**config.mk**
```make
export PLATFORM = sky130hd
export DESIGN_NAME = vr_width_packer
export DESIGN_NICKNAME = d
export VERILOG_FILES = /design/src/rtl/vr_width_packer.sv
export SDC_FILE = /design/constraint.sdc
export NUM_CORES = 1
export LEC_CHECK = 0
export CORE_AREA = 2 2 66 55
export CTS_CLUSTER_SIZE = 24
export DETAILED_ROUTE_END_ITERATION = 6
export DIE_AREA = 0 0 68 57
export PLACE_DENSITY = 0.85
export SYNTH_ARGS = -nofsm -noshare
export SYNTH_HDL_FRONTEND = slang
export SYNTH_SLANG_ARGS = --single-unit
export TNS_END_PERCENT = 5
```
**constraint.sdc**
```tcl
create_clock -name clk -period 3.1 [get_ports clk]
set_input_delay 0.465 -clock clk [delete_from_list [all_inputs] [get_ports clk]]
set_output_delay 0.465 -clock clk [all_outputs]
set_load 0.01 [all_outputs]
```
**src/rtl/vr_width_packer.sv**
```systemverilog
// Packs RATIO narrow WIDTH-bit beats into one WIDTH*RATIO-bit word on a valid/ready output.
// Optional macro VR_PACK_LAST_EN adds in_last/out_keep/out_last for early-closed partial words.
module vr_width_packer #(
    parameter int unsigned WIDTH = 8,
    parameter int unsigned RATIO = 4
) (
    input  logic                   clk,
    input  logic                   rst_n,
    input  logic                   in_valid,
    input  logic [WIDTH-1:0]       in_data,
    output logic                   in_ready,
    output logic                   out_valid,
    output logic [WIDTH*RATIO-1:0] out_data,
    input  logic                   out_ready
`ifdef VR_PACK_LAST_EN
    ,
    input  logic                   in_last,
    output logic [RATIO-1:0]       out_keep,
    output logic                   out_last
`endif
);

    localparam int unsigned OW = WIDTH * RATIO;
    localparam int unsigned CW = (RATIO > 1) ? $clog2(RATIO) : 1;

    typedef enum logic {
        ST_FILL = 1'b0,
        ST_FULL = 1'b1
    } state_t;

    state_t          r_state;
    state_t          w_state_nxt;
    logic [CW-1:0]   r_count;
    logic [CW-1:0]   w_count_nxt;
    logic [OW-1:0]   r_data;
    logic [OW-1:0]   w_data_nxt;
    logic            w_accept;
    logic            w_close;
    logic            w_last_beat;

`ifdef VR_PACK_LAST_EN
    assign w_last_beat = in_last;
`else
    assign w_last_beat = 1'b0;
`endif

    // State register
    always_ff @(posedge clk or negedge rst_n) begin
        if (!rst_n) begin
            r_state <= ST_FILL;
        end else begin
            r_state <= w_state_nxt;
        end
    end

    // Next state: a closing beat always lands in FULL, even when it rides a drain
    always_comb begin
        w_state_nxt = r_state;
        if (w_accept && w_close) begin
            w_state_nxt = ST_FULL;
        end else if ((r_state == ST_FULL) && out_ready) begin
            w_state_nxt = ST_FILL;
        end
    end

    // Handshake outputs; in FULL a beat may only enter while the word drains
    always_comb begin
        in_ready  = 1'b1;
        out_valid = 1'b0;
        if (r_state == ST_FULL) begin
            in_ready  = out_ready;
            out_valid = 1'b1;
        end
    end

    assign w_accept = in_valid && in_ready;
    assign w_close  = (r_count == CW'(RATIO - 1)) || w_last_beat;

    // Lane write; a last beat also zeroes the lanes above it
    always_comb begin
        w_count_nxt = r_count;
        w_data_nxt  = r_data;
        if (w_accept) begin
            w_count_nxt = w_close ? '0 : r_count + CW'(1);
            for (int k = 0; k < int'(RATIO); k++) begin
                if (k == int'(r_count)) begin
                    w_data_nxt[k*WIDTH +: WIDTH] = in_data;
                end else if (w_last_beat && (k > int'(r_count))) begin
                    w_data_nxt[k*WIDTH +: WIDTH] = '0;
                end
            end
        end
    end

    always_ff @(posedge clk or negedge rst_n) begin
        if (!rst_n) begin
            r_count <= '0;
            r_data  <= '0;
        end else begin
            r_count <= w_count_nxt;
            r_data  <= w_data_nxt;
        end
    end

    assign out_data = r_data;

`ifdef VR_PACK_LAST_EN
    logic [RATIO-1:0] r_keep;
    logic [RATIO-1:0] w_keep_nxt;
    logic             r_last;

    always_comb begin
        w_keep_nxt = '0;
        for (int k = 0; k < int'(RATIO); k++) begin
            w_keep_nxt[k] = (k <= int'(r_count));
        end
    end

    // Keep/last captured only when a word closes, so they stay stable while pending
    always_ff @(posedge clk or negedge rst_n) begin
        if (!rst_n) begin
            r_keep <= '0;
            r_last <= 1'b0;
        end else if (w_accept && w_close) begin
            r_keep <= w_keep_nxt;
            r_last <= in_last;
        end
    end

    assign out_keep = r_keep;
    assign out_last = r_last;
`endif

endmodule

```
# Yosys cells after proc, flatten, opt, wreduce, memory -nomap -nowiden
# Cells that the tools add are included.
# word_totals
word_cells	25
out_inout_bits	34
in_bits	12
reg_bits	35
# op_classes
n_eq_ne	4
n_mux	5
reduce_logical	9
add_sub_neg	1
# op_table
operator	n
$reduce_and 2->1	4
$eq 2x2->1 const A	2
$mux 1	4
$logic_and 1x1->1	3
$add 2x1->2 const B	1
$eq 1x2->1 const A	1
$eq 2x2->1 const B	1
$logic_not 2->1	1
$mux 2	1
$reduce_bool 2->1	1

# Logic depth before layout (Yosys ltp)
# Gate-level depths: netlist of run 1.
# logic_depth
ltp_word	4
depth_mapped	5
depth_no_buf	4

# Worst setup path after synthesis of run 1
# Ideal clock, no wire load.
# synth_timing
path_type	input to register
startpoint	input port out_ready
endpoint	register r_data[0], in the netlist out_data[0]
setup_time_ps	125
path_slack_ps	1751
n_path_buf	1
required_ps	2975
cell_stages	4
t_arrival_ps	1224
path_cell_list	nand2b_4 -> and3_4 -> buf_6 -> mux2_4
# synth_via
elab_chain_cells	3
# synth_rtl
item	line	rtl
start, declared	14	input logic out_ready
$mux 1	70	if (r_state == ST_FULL) begin
$logic_and 1x1->1	76	assign w_accept = in_valid && in_ready;
$reduce_and 2->1 (no line)	--	
end signal, assigned	101	r_data <= w_data_nxt;
end, declared	35	logic [OW-1:0] r_data;
# No other way between the ends.
# A chain may end at the register's enable or synchronous reset.

# Final worst setup path of run 1
# layout_timing
startpoint	input port out_ready
endpoint	output port in_ready
# layout_via
elab_chain_cells	1
# layout_rtl
item	line	rtl
$mux 1	70	
end, declared	11	output logic in_ready,
# No other way between the ends.

==> results.toml, run 1 <==
[floorplan]
dieArea_mm2 = 0.00388
die_h_um = 57
row_count = 19
start_util = 0.463
io_pins = 46
coreArea_mm2 = 0.00328
die_w_um = 68

[cts]
ctsResizeCount = 0
path_clk_slew_ns = 0.06
clk_path_buf_depth = 2
post_cts_buffers = 0
cts-htree-levels = 2
tritoncts = "done"
cts_sinks = 35
clock_latency_ns = 0.28
numCtsBuffers = 5
cts-root-buf = "clkbuf_8"
hold_buffers = 0

[route]
vias_per_cell = 4.84
wl_per_cell_um = 15.7
drc = 0
drt_iter0_drc = 36
dr_total_vias = 871
wirelength_mm = 2.83
antenna_left = 0
dr.pass1.iters = 4

[grt]
grt_pass1_wl_mm = 4.51
grt_usage = 0.162
grt_max_degree = 36
grt.overflow.total = 0
grt_pass1_vias = 919
antenna_found_initial = 0

[critical_path]
path_class = "in -> out"
cp-start-kind = "input port"
critPathBufInv = 2
cp_max_fo = 7
slowest_delay_ns = 0.55
critical_path.slowest_cell = "clkdlybuf4s50_1"
crit_required_ns = 2.63
critPathMostFrequentCell = "clkdlybuf4s50_1"
crit_family = "buffers and inverters"
endpoint_kind = "output port"
arrival_ns = 1.62
worstPathCellList = "clkdlybuf4s50_1 -> nand2b_4 -> clkdlybuf4s50_1"

[sta]
fmax_ghz = 0.479
finalSetupTns_ns = 0
hold_viol_final = 0
rsz0062_at_grt = "false"
slew_headroom = 0.560
setup_viol = 0
skew_ns = 0.00325
finalMaxSlewViolations = 0
finalCritPeriodShare = 0.674
fin_crit_ns = 2.09
worst_pin_slew_ns = 0.658

[power]
ir_drop_uv = 635
p_leak_uw = 0.000921
p_sw_frac = 0.295
total_power_uw = 2250
seqPwrFrac = 0.373
comb_power_share = 0.490
p_int_uw = 1590
switchingPower_uw = 664
p_clk_frac = 0.137
power.density_mw_per_mm2 = 1090

[placement]
io_buffers = 45
gp_congestion = 0.684
dp_hpwl_mm = 2.06

[synth]
synth_nets = 104
postSynthAreaPerCell_um2 = 17.3
postSynthCellCount = 88
synth-warning-count = 0
ys_seq_area_frac = 0.576
ys_types = 11
syn_area_mm2 = 0.00152
ys_ff_latch = 35

[final_layout]
antenna_cells = 0
fillCellCount = 245
nNetsFinal = 153
layout-drive-gt1-share = 0.333
utilization = 0.631
areaGrowthSynthToFinish_pct = 36.2

[worst_hold_path]
hp-class = "reg -> reg"

[run]
maxCapViolations = 0

[status]
status = "complete, no violations"
## state kept, by name, summed over array words and instances, names as in the netlist
| name | cells |
|---|---|
| out_data | 32 |
| r_count | 2 |
| r_state | 1 |
## final timing paths
check,depth (start not counted),end,start,slack (ns)
worst max-delay path,3,in_ready,out_ready,1.01
worst min-delay path,1,out_data[20]$_DFFE_PN0P_,out_data[20]$_DFFE_PN0P_,0.51
worst max register to register,4,out_data[30]$_DFFE_PN0P_,r_count[0]$_DFFE_PN0P_,1.38
worst min register to register,1,out_data[20]$_DFFE_PN0P_,out_data[20]$_DFFE_PN0P_,0.51
max in group asynchronous,2,out_data[2]$_DFFE_PN0P_,rst_n,2.20
min in group asynchronous,2,out_data[1]$_DFFE_PN0P_,rst_n,0.60
## logic make-up (layout without fill, tap and decap cells)
family,count (synthesis),count (layout),synth area share
flip-flops,35,35,0.576
multiplexers,34,34,0.311
AND/OR/NAND/NOR,9,9,0.0453
buffers and inverters,6,56,0.0346
adder cells (fa/ha/maj),4,4,0.0329
## through the flow
stage / hold slack (ns) / std cells / instance area (um2) / setup slack, ns
after floorplan: 0.169 / 88 / 1520 / 1.75
after global placement: 0.499 / 172 / 1990 / 0.973
after detailed placement: 0.492 / 172 / 1990 / 0.904
after CTS: 0.514 / 180 / 2070 / 1.00
after global routing: 0.529 / 180 / 2070 / 0.970
final: 0.510 / 180 / 2070 / 1.01
## cell usage in the layout, fill, tap and decap left out, drive strengths merged, types with 2 or more instances in the layout
cell	n
ha	4
clkdlybuf4s50	45
clkbuf	6
nand2	3
inv	2
mux2	34
dfrtp	35
and3	3
## synth_stat cells
master,n,area (um2)
dfrtp_1,35,876
and3_4,3,33.8
buf_6,4,45.0
mux2_2,10,113
nand2_1,3,11.3
nand2b_4,1,13.8
mux2_4,24,360
inv_1,2,7.51
nor2_1,1,3.75
ha_1,4,50.1
nor2b_1,1,6.26
## metal layers
layer | up-vias | global-route usage | wire (um)
met5 | - | 0 | 0
met1 | 437 | 0.216 | 1300
met3 | 5 | 0.0572 | 199
li1 | 394 | - | -
met4 | 0 | 0.0514 | 25
met2 | 35 | 0.248 | 1310
## area by class of cell
cell class | instances | area, um2 | share of cell area
Clock buffer | 6 | 72.6 | 0.0350
Clock inverter | 2 | 12.5 | 0.00604
Inverter | 2 | 7.51 | 0.00363
Multi-Input combinational cell | 47 | 592 | 0.286
Sequential cell | 35 | 876 | 0.423
Tap cell | 42 | 52.6 | 0.0254
Timing Repair Buffer | 46 | 458 | 0.221
## power groups by stage
stage,clock network (uW),registers [uW],logic (uW)
floorplan,0,928,497
global placement,0,840,1090
detailed placement,0,849,1110
CTS,320,844,1120
global route,343,871,1180
finish,308,840,1100
Power figures use the tool's default switching activity.
==> run 2: changes to the inputs <==
CORE_AREA = 2 2 72 60   (was 2 2 66 55)
DIE_AREA = 0 0 74 62   (was 0 0 68 57)
PLACE_DENSITY = 0.76   (was 0.85)
clock period = 1.75 ns   (was 3.1 ns; I/O delays follow)
==> run 2 against run 1 <==
Net effect:
- worst hold slack worse by 0.12 ns
- non-clock buffer count is 2 higher
- first-iteration DRC count is 22% higher
- worst setup slack worse by 0.94 ns
- count of clock-buffer cells in the layout stayed put
- final area is 1.6% higher
- routed wire length is 3.8% higher
- combinational power is 79% higher
- final cell count is 9.4% higher
- register-to-register slack worse by 1.1 ns
- highest routed layer unchanged
==> results.toml, run 2 (synthesis gave the netlist of run 1 again) <==
[sta]
worst_pin_slew_ns = 0.436
holdWs_ns = 0.390
slew_headroom = 0.709
setup_viol = 0
finalCritPeriodShare = 0.959
fmax_ghz = 0.596
finalSetupTns_ns = 0
fin_crit_ns = 1.68
hold_viol_final = 0
skew_ns = 0.00920
rsz0062_at_grt = "false"
finalMaxSlewViolations = 0

[final_layout]
antenna_cells = 0
layout_commonest_cell = "clkdlybuf4s50_1"
areaGrowthSynthToFinish_pct = 38.4
design_area_mm2 = 0.00210
layout-drive-gt1-share = 0.343
nNetsFinal = 155
largest_register_ff_count = 32
final_cell_mix = "clkdlybuf4s50_1 (45), dfrtp_1 (35), mux2_4 (24)"
utilization = 0.530
fin_cells = 197

[critical_path]
crit_family = "buffers and inverters"
arrival_ns = 1.42
critical_path.slowest_cell = "clkdlybuf4s50_1"
crit_required_ns = 1.49
critPathMostFrequentCell = "clkdlybuf4s50_1"
path_class = "in -> out"
critPathBufInv = 2
worstPathCellList = "clkdlybuf4s50_1 -> nand2b_4 -> clkdlybuf4s50_1"
cp-start-kind = "input port"
cp_max_fo = 7
slowest_delay_ns = 0.54
endpoint_kind = "output port"

[cts]
cts-htree-levels = 2
clk_path_buf_depth = 2
hold_buffers = 0
numCtsBuffers = 5
cts_sinks = 35
clock_latency_ns = 0.29
ctsResizeCount = 0
path_clk_slew_ns = 0.08
post_cts_buffers = 0
cts-root-buf = "clkbuf_8"
tritoncts = "done"

[route]
vias_per_cell = 4.54
wirelength_mm = 2.94
drc = 0
drt_iter0_drc = 44
antenna_left = 0
wl_per_cell_um = 14.9
dr.pass1.iters = 2
dr_total_vias = 894

[grt]
use_met3 = 0.0726
antenna_found_initial = 0
grt_usage = 0.149
grt_max_degree = 36
busiest_layer = "met2"
met1_usage = 0.199
grt.overflow.total = 0
gr-usage-met2 = 0.210
grt_pass1_wl_mm = 4.79
grt_pass1_vias = 926

[floorplan]
die_w_um = 74
row_count = 21
die_h_um = 62
io_pins = 46
start_util = 0.383
dieArea_mm2 = 0.00459
coreArea_mm2 = 0.00397

[power]
p_leak_uw = 0.000932
ir_drop_uv = 793
power.density_mw_per_mm2 = 1910

[worst_hold_path]
hp-class = "in -> async"

[run]
maxCapViolations = 0

[placement]
io_buffers = 45
dp.cells = 189
placed_area_mm2 = 0.00202
dp_hpwl_mm = 2.10
gp_congestion = 0.715

[status]
status = "complete, no violations"
run 2: cell types whose count changed in the layout (fill, tap and decap cells not counted):
cell	before	now
buf_4	1	3
run 2: worst paths after layout:
path / cells past startpoint / from / endpoint / slack (ns)
setup / recovery: 3 / out_ready / in_ready / 0.07
hold / removal: 2 / rst_n / out_data[0]$_DFFE_PN0P_ / 0.39
setup reg to reg: 5 / r_count[0]$_DFFE_PN0P_ / out_data[28]$_DFFE_PN0P_ / 0.28
hold reg to reg: 1 / out_data[3]$_DFFE_PN0P_ / out_data[3]$_DFFE_PN0P_ / 0.51
max in group asynchronous: 2 / rst_n / out_data[17]$_DFFE_PN0P_ / 1.04
min in group clk: 1 / out_data[3]$_DFFE_PN0P_ / out_data[3]$_DFFE_PN0P_ / 0.51
run 2: power by group:
group | internal [uW] | switching, uW | total [uW] | leakage, uW
sequential | 1230 | 268 | 1500 | 0.000416
combinational | 1320 | 644 | 1970 | 0.000475
clock | 278 | 286 | 563 | 0.0000412
total | 2830 | 1200 | 4020 | 0.000932
run 2: per-stage QoR:
stage / setup WS [ns] / total power, uW
global placement: 0.0558 / 3430
CTS: 0.0639 / 4080
floorplan: 0.424 / 2520
detailed placement: 0.0409 / 3490
global route: 0.0385 / 4290
finish: 0.0724 / 4020
run 2: routing by layer:
| layer | up-vias | wire length, um | part of all wire |
|---|---|---|---|
| li1 | 403 | - | - |
| met4 | 0 | 10 | 0.0034 |
| met3 | 2 | 208 | 0.071 |
| met5 | - | 0 | 0 |
| met1 | 455 | 1340 | 0.46 |
| met2 | 34 | 1380 | 0.47 |
run 2: cell type report:
cell class / instances / area [um2]
Clock buffer: 6 / 72.6
Clock inverter: 2 / 12.5
Fill cell: 326 / 1860
Inverter: 2 / 7.51
Multi-Input combinational cell: 47 / 592
Sequential cell: 35 / 876
Tap cell: 57 / 71.3
Timing Repair Buffer: 48 / 473
